--- src/rtl/prog_sequencer_pkg.sv ---
// Shared definitions for the program sequencer.
//   state_t    : sequencer FSM states
//   IDLE_WORD  : word driven onto the instruction bus whenever nothing is issuing
//   HOLD_CNT_W : width of the per-word hold counter (HOLD_CYCLES up to 15)
package prog_seq_pkg;

  typedef enum logic [1:0] {
    IDLE,
    ISSUE,
    DONE
  } state_t;

  localparam logic [19:0] IDLE_WORD = 20'h00000;
  localparam int unsigned HOLD_CNT_W = 4;

endpackage

--- src/rtl/prog_sequencer_if.sv ---
// Host-side bus of the program sequencer.
//   load_en/load_addr/load_data : program store write port
//   prog_len                    : words to issue, sampled on start
//   start                       : single-cycle run request
//   instruction/pc/busy/done    : issued word, its address and run status
// Optional macro PROG_SEQ_STEP_EN adds step_mode/step for single-stepping.
interface prog_sequencer_if #(
  parameter int unsigned INSTR_WIDTH = 20,
  parameter int unsigned ADDR_BITS   = 5
);

  logic                   load_en;
  logic [ADDR_BITS-1:0]   load_addr;
  logic [INSTR_WIDTH-1:0] load_data;
  logic [ADDR_BITS:0]     prog_len;
  logic                   start;
  logic [INSTR_WIDTH-1:0] instruction;
  logic [ADDR_BITS-1:0]   pc;
  logic                   busy;
  logic                   done;
`ifdef PROG_SEQ_STEP_EN
  logic                   step_mode;
  logic                   step;
`endif

  modport master (
`ifdef PROG_SEQ_STEP_EN
    output step_mode, step,
`endif
    output load_en, load_addr, load_data, prog_len, start,
    input  instruction, pc, busy, done
  );

  modport slave (
`ifdef PROG_SEQ_STEP_EN
    input  step_mode, step,
`endif
    input  load_en, load_addr, load_data, prog_len, start,
    output instruction, pc, busy, done
  );

endinterface

--- src/rtl/prog_sequencer_store.sv ---
// Program store: 2**ADDR_BITS x INSTR_WIDTH register array.
//   clk         : write clock
//   we/waddr/wdata : synchronous write port
//   raddr/rdata : asynchronous read port
// Contents are deliberately not reset.
module prog_store #(
  parameter int unsigned INSTR_WIDTH = 20,
  parameter int unsigned ADDR_BITS   = 5
) (
  input  logic                   clk,
  input  logic                   we,
  input  logic [ADDR_BITS-1:0]   waddr,
  input  logic [INSTR_WIDTH-1:0] wdata,
  input  logic [ADDR_BITS-1:0]   raddr,
  output logic [INSTR_WIDTH-1:0] rdata
);

  logic [INSTR_WIDTH-1:0] mem [2**ADDR_BITS];

  always_ff @(posedge clk) begin
    if (we) mem[waddr] <= wdata;
  end

  assign rdata = mem[raddr];

endmodule

--- src/rtl/prog_sequencer.sv ---
// Instruction-issuing front end for simple_cpu. A host loads a program into
// the store, then pulses start; each word is presented on the instruction bus
// for HOLD_CYCLES rising edges, prog_len words in total, then done is raised.
//   clk : system clock (rising edge)
//   rst : synchronous, active-high reset
//   bus : prog_sequencer_if.slave (load port, start/prog_len, issued outputs)
// Optional macro PROG_SEQ_STEP_EN: with bus.step_mode high, an expired word is
// held until a cycle with bus.step high.
module prog_sequencer
  import prog_seq_pkg::*;
#(
  parameter int unsigned INSTR_WIDTH = 20,
  parameter int unsigned ADDR_BITS   = 5,
  parameter int unsigned HOLD_CYCLES = 4
) (
  input logic clk,
  input logic rst,
  prog_sequencer_if.slave bus
);

  localparam logic [HOLD_CNT_W-1:0]  HOLD_RELOAD = HOLD_CNT_W'(HOLD_CYCLES - 1);
  localparam logic [INSTR_WIDTH-1:0] IDLE_INSTR  = INSTR_WIDTH'(IDLE_WORD);

  state_t                 state;
  logic [HOLD_CNT_W-1:0]  hold_cnt;
  logic [ADDR_BITS:0]     len;
  logic [ADDR_BITS-1:0]   pc;
  logic [INSTR_WIDTH-1:0] instruction;
  logic                   busy;
  logic                   done;

  logic [ADDR_BITS-1:0]   rd_addr;
  logic [INSTR_WIDTH-1:0] rd_data;
  logic                   store_we;
  logic                   advance_ok;
  logic                   last_word;

  // One read port serves both cases: word 0 when a run is launched from
  // IDLE/DONE, and the next word while issuing.
  assign rd_addr   = (state == ISSUE) ? pc + 1'b1 : '0;
  assign store_we  = bus.load_en && (state != ISSUE);
  assign last_word = ({1'b0, pc} == len - 1'b1);

`ifdef PROG_SEQ_STEP_EN
  assign advance_ok = !bus.step_mode || bus.step;
`else
  assign advance_ok = 1'b1;
`endif

  prog_store #(
    .INSTR_WIDTH (INSTR_WIDTH),
    .ADDR_BITS   (ADDR_BITS)
  ) u_store (
    .clk   (clk),
    .we    (store_we),
    .waddr (bus.load_addr),
    .wdata (bus.load_data),
    .raddr (rd_addr),
    .rdata (rd_data)
  );

  always_ff @(posedge clk) begin
    if (rst) begin
      state       <= IDLE;
      hold_cnt    <= '0;
      len         <= '0;
      pc          <= '0;
      instruction <= IDLE_INSTR;
      busy        <= 1'b0;
      done        <= 1'b0;
    end else begin
      case (state)
        IDLE, DONE: begin
          if (bus.start) begin
            if (bus.prog_len != '0) begin
              state       <= ISSUE;
              len         <= bus.prog_len;
              pc          <= '0;
              instruction <= rd_data;
              hold_cnt    <= HOLD_RELOAD;
              busy        <= 1'b1;
              done        <= 1'b0;
            end else begin
              state <= DONE;
              done  <= 1'b1;
            end
          end
        end
        ISSUE: begin
          if (hold_cnt != '0) begin
            hold_cnt <= hold_cnt - 1'b1;
          end else if (advance_ok) begin
            if (last_word) begin
              state       <= DONE;
              instruction <= IDLE_INSTR;
              busy        <= 1'b0;
              done        <= 1'b1;
            end else begin
              pc          <= pc + 1'b1;
              instruction <= rd_data;
              hold_cnt    <= HOLD_RELOAD;
            end
          end
        end
        default: state <= IDLE;
      endcase
    end
  end

  assign bus.instruction = instruction;
  assign bus.pc          = pc;
  assign bus.busy        = busy;
  assign bus.done        = done;

endmodule

--- src/flat_wrapper.sv ---
// flat-port wrapper written by rule: the top's interface ports become plain ports
module prog_sequencer_flat import prog_seq_pkg::*;
#(
  parameter int unsigned INSTR_WIDTH = 20,
  parameter int unsigned ADDR_BITS   = 5,
  parameter int unsigned HOLD_CYCLES = 4
)
  (clk, rst, bus_load_en, bus_load_addr, bus_load_data, bus_prog_len, bus_start, bus_instruction, bus_pc, bus_busy, bus_done);
  prog_sequencer_if #(.INSTR_WIDTH(INSTR_WIDTH), .ADDR_BITS(ADDR_BITS)) bus_i ();
  input logic clk;
  input logic rst;
  input wire logic [$bits(bus_i.load_en)-1:0] bus_load_en;
  input wire logic [$bits(bus_i.load_addr)-1:0] bus_load_addr;
  input wire logic [$bits(bus_i.load_data)-1:0] bus_load_data;
  input wire logic [$bits(bus_i.prog_len)-1:0] bus_prog_len;
  input wire logic [$bits(bus_i.start)-1:0] bus_start;
  output wire logic [$bits(bus_i.instruction)-1:0] bus_instruction;
  output wire logic [$bits(bus_i.pc)-1:0] bus_pc;
  output wire logic [$bits(bus_i.busy)-1:0] bus_busy;
  output wire logic [$bits(bus_i.done)-1:0] bus_done;
  assign bus_i.load_en = bus_load_en;
  assign bus_i.load_addr = bus_load_addr;
  assign bus_i.load_data = bus_load_data;
  assign bus_i.prog_len = bus_prog_len;
  assign bus_i.start = bus_start;
  assign bus_instruction = bus_i.instruction;
  assign bus_pc = bus_i.pc;
  assign bus_busy = bus_i.busy;
  assign bus_done = bus_i.done;
  prog_sequencer #(.INSTR_WIDTH(INSTR_WIDTH), .ADDR_BITS(ADDR_BITS), .HOLD_CYCLES(HOLD_CYCLES)) u_core (.clk(clk), .rst(rst), .bus(bus_i));
endmodule
--- config.mk ---
export PLATFORM = sky130hd
export DESIGN_NAME = prog_sequencer_flat
export DESIGN_NICKNAME = d
export VERILOG_FILES = /design/src/rtl/prog_sequencer_pkg.sv /design/src/rtl/prog_sequencer_if.sv /design/src/rtl/prog_sequencer_store.sv /design/src/rtl/prog_sequencer.sv /design/src/flat_wrapper.sv
export SDC_FILE = /design/constraint.sdc
export NUM_CORES = 1
export LEC_CHECK = 0
export BUFFER_PORTS_ARGS = -buffer_cell sky130_fd_sc_hd__buf_4
export CORE_MARGIN = 2
export CORE_UTILIZATION = 49
export DETAILED_ROUTE_END_ITERATION = 10
export GPL_TIMING_DRIVEN = 0
export HOLD_SLACK_MARGIN = 0.06
export MAX_ROUTING_LAYER = met4
export PLACE_DENSITY_LB_ADDON = 0.2
export SLEW_MARGIN = 20
export SYNTH_ARGS = -nofsm -noshare
export SYNTH_HDL_FRONTEND = slang
export SYNTH_SLANG_ARGS = --single-unit
export TNS_END_PERCENT = 20
--- constraint.sdc ---
create_clock -name clk -period 3.5 [get_ports clk]
set_input_delay 0.35 -clock clk [delete_from_list [all_inputs] [get_ports clk]]
set_output_delay 0.35 -clock clk [all_outputs]
set_load 0.02 [all_outputs]
==> reports/metrics.yaml <==
clock_tree:
  cts_htree_levels: 3
  clk_pin_slew_worst_paths_ns: 0.06
  clock_path_buffers: 3
  cts.sinks: 679
  cts_tree: "done"
  clockRootBuffer: "clkbuf_16"
  clkLatencyLatePin_ns: 0.61
  cts_buffers: 71
sta:
  worst_pin_slew_ns: 1.10
  finalCritPeriodShare_pct: 99.2
  fmaxAchievable_mhz: 288
  drv_slew: 0
  final-setup-viol-count: 0
  postLayoutSetupSlackWorst_ns: 0.0288
  period_needed_ns: 3.47
  clock_skew_ns: 0.0179
  finalHoldViolCount: 0
  grt_setup_unrepaired: "no"
  slew-limit-headroom_pct: 26.6
yosys:
  synth_seq_area_share_pct: 75.2
  synth_seq_cells: 679
  synth_area_leaders: "edfxtp_1 (72%), mux2i_1 (3.4%), mux2_2 (3.3%), dfxtp_1 (2.9%), a2111oi_0 (2.3%)"
  synth_flop_cell: "edfxtp_1"
  synth-edff-count: 640
  syn_avg_cell_area_um2: 16.3
  synth_top_cell_by_area: "edfxtp_1"
  yosysTopAreaCellShare_pct: 72.3
  yosys-top-cells-count: "edfxtp_1 (640), nor2_1 (138), mux2i_1 (90), a21oi_1 (87)"
  ys_types: 52
  synth_area_mm2: 0.0266
  yosys_warnings: 0
  async_flop_share_pct: 0
  netlist_instances: 1636
  yosysMostFrequentCell: "edfxtp_1"
  syn-num-nets: 1675
place:
  dp_hpwl_mm: 45.6
  portBuffers: 61
  placed_cells: 2410
  gp_congestion: 0.931
  place_ws_ns: -0.683
die:
  fp-row-count: 85
  num_io_pins: 62
  die_w_um: 237
  die_h_um: 237
  start_util_pct: 49.5
  die_area_mm2: 0.0561
  core_area_mm2: 0.0537
critical_path:
  crit_family: "compound AO/OA/AOI/OAI gates"
  worstPathArrival_ns: 3.96
  cp-start-kind: "flip-flop"
  crit_path_max_incr_delay_ns: 0.73
  crit_chain: "ha_1 -> buf_2 -> nand3b_1 -> buf_12 -> clkbuf_1 -> nor2_1 -> a2111oi_0 -> a211oi_1 -> or4_1 -> a22o_1"
  critPathCaptureType: "flip-flop"
  cp_data_required_time_ns: 3.99
  crit_type: "flip-flop to flip-flop"
  critPathSlowestCell: "a2111oi_0"
  worstPathMaxFanout: 10
  cp.buffers_inverters: 3
global_route:
  grt_pass1_vias: 15300
  antenna_found_initial: 3
  grt_max_degree: 33
  grt_pass1_wl_mm: 103
  grt.overflow.total: 0
  track_usage_pct: 26.1
final_layout:
  layout.nets: 1833
  drive_gt1_share_pct: 20.3
  finalNonFillerCells: 2548
  syn2layout_area_growth_pct: 17.0
routing:
  vias_per_cell: 6.15
  wire_per_inst_um: 27.8
  postRouteAntennaNets: 0
  route.detailed.drc: 0
  dr_total_vias: 15700
  first_pass_iters: 6
  routed_wirelength_mm: 70.8
  drt-initial-drc-count: 1703
run:
  drv_cap: 0
power_and_ir_drop:
  vdd_drop_max_v: 0.000340
  power.density_mw_per_mm2: 566
  p_leak_uw: 0.00968
min_path:
  hold_class: "primary input to flip-flop"
outcome:
  status: "finished clean"
==> per-stage QoR <==
stage | instance area (um^2) | util, % | hold WS (ns) | setup TNS (ns) | power, uW
floorplan | 26600 | - | 0.449 | 0 | 9720
global placement | 27900 | 52.0 | 0.466 | -101.33 | 10200
detailed placement | 28500 | 53.0 | 0.465 | -8.55 | 10200
CTS | 31000 | 57.7 | 0.146 | 0 | 17700
global route | 31100 | 57.9 | 0.152 | 0 | 18100
finish | 31100 | 57.9 | 0.164 | 0 | 17600
==> state kept, by name, summed over array words and instances, names as in the netlist <==
| name | count |
|---|---|
| u_core.hold_cnt | 4 |
| u_core.len | 6 |
| u_core.bus.instruction | 20 |
| u_core.state | 2 |
| u_core.bus.pc | 5 |
| u_core.u_store.mem | 640 |
| u_core.bus.busy | 1 |
| u_core.bus.done | 1 |
==> repair_timing <==
| item | CTS | global route |
|---|---|---|
| endpoints found under the setup margin | 47 | 66 |
| hold buffers | 6 | 0 |
| pin swaps | 1 | 0 |
| gates resized for setup | 54 | 41 |
| setup buffers | 1 | 0 |
| hold endpoints to repair | 6 | 0 |
==> path summary, 6_finish.rpt <==
check                                startpoint                                      end  slack [ns]  depth (start not counted)
setup reg to reg  u_core.bus.pc[0]$_SDFFE_PP0P_  u_core.bus.instruction[15]$_SDFFE_PP0P_        0.03                         10
hold reg to reg    u_core.bus.done$_SDFFE_PP0P_             u_core.bus.done$_SDFFE_PP0P_        0.48                          2
hold / removal                bus_load_data[18]     u_core.u_store.mem[14][18]$_DFFE_PP_        0.16                          1
setup / recovery  u_core.bus.pc[0]$_SDFFE_PP0P_  u_core.bus.instruction[15]$_SDFFE_PP0P_        0.03                         10
==> metal layers <==
metal  global-route usage, %  wire, um  vias up
met4                    8.86      2450        0
met1                    35.9     29900     8009
met5                       -         0        -
met2                    39.6     32900      680
li1                        -         -     6851
met3                    4.91      5580      132
==> power breakdown <==
group	total (uW)	leakage [uW]	internal [uW]	switching, uW
registers	9000	0.00608	8960	36.3
clock network	7540	0.00112	4440	3100
logic	1080	0.00247	356	721
==> cell type report <==
type                       instances  area [um^2]
clock inverter                    29          273
sequential                       679        20000
antenna                            1         2.50
inverter                          10         37.5
clock buffer                     101         2070
buffer                           107          510
fill                            4061        22600
timing repair buffer              85          865
tap                              696          871
multi-input combinational        840         6470
==> logic make-up (layout without fill, tap and decap cells) <==
logic type,Yosys count,after routing,share of synthesized area (%)
buffers and inverters,117,332,1.92
AO/OA/AOI/OAI,375,375,10.2
other,0,1,0
multiplexers,168,168,6.69
flip-flops,679,679,75.2
XOR/XNOR,10,10,0.358
AND/OR/NAND/NOR,283,283,5.40
adder cells (fa/ha/maj),4,4,0.188
==> cells in the final DEF (no fill, tap or decap), types with 27 or more instances in the layout <==
master / synthesis / final
edfxtp_1: 640 / 640
and2_1: 75 / 75
clkbuf_1: 75 / 79
nor2_1: 138 / 104
a22oi_1: 78 / 78
a2111oi_0: 70 / 35
dfxtp_1: 39 / 37
nor2_4: 0 / 28
buf_4: 3 / 67
mux2i_1: 90 / 90
a211oi_1: 78 / 69
mux2_2: 78 / 78
clkbuf_16: 0 / 79
a21oi_1: 87 / 87
a2111oi_1: 6 / 27
No activity file was read; power rests on OpenSTA's default activity.
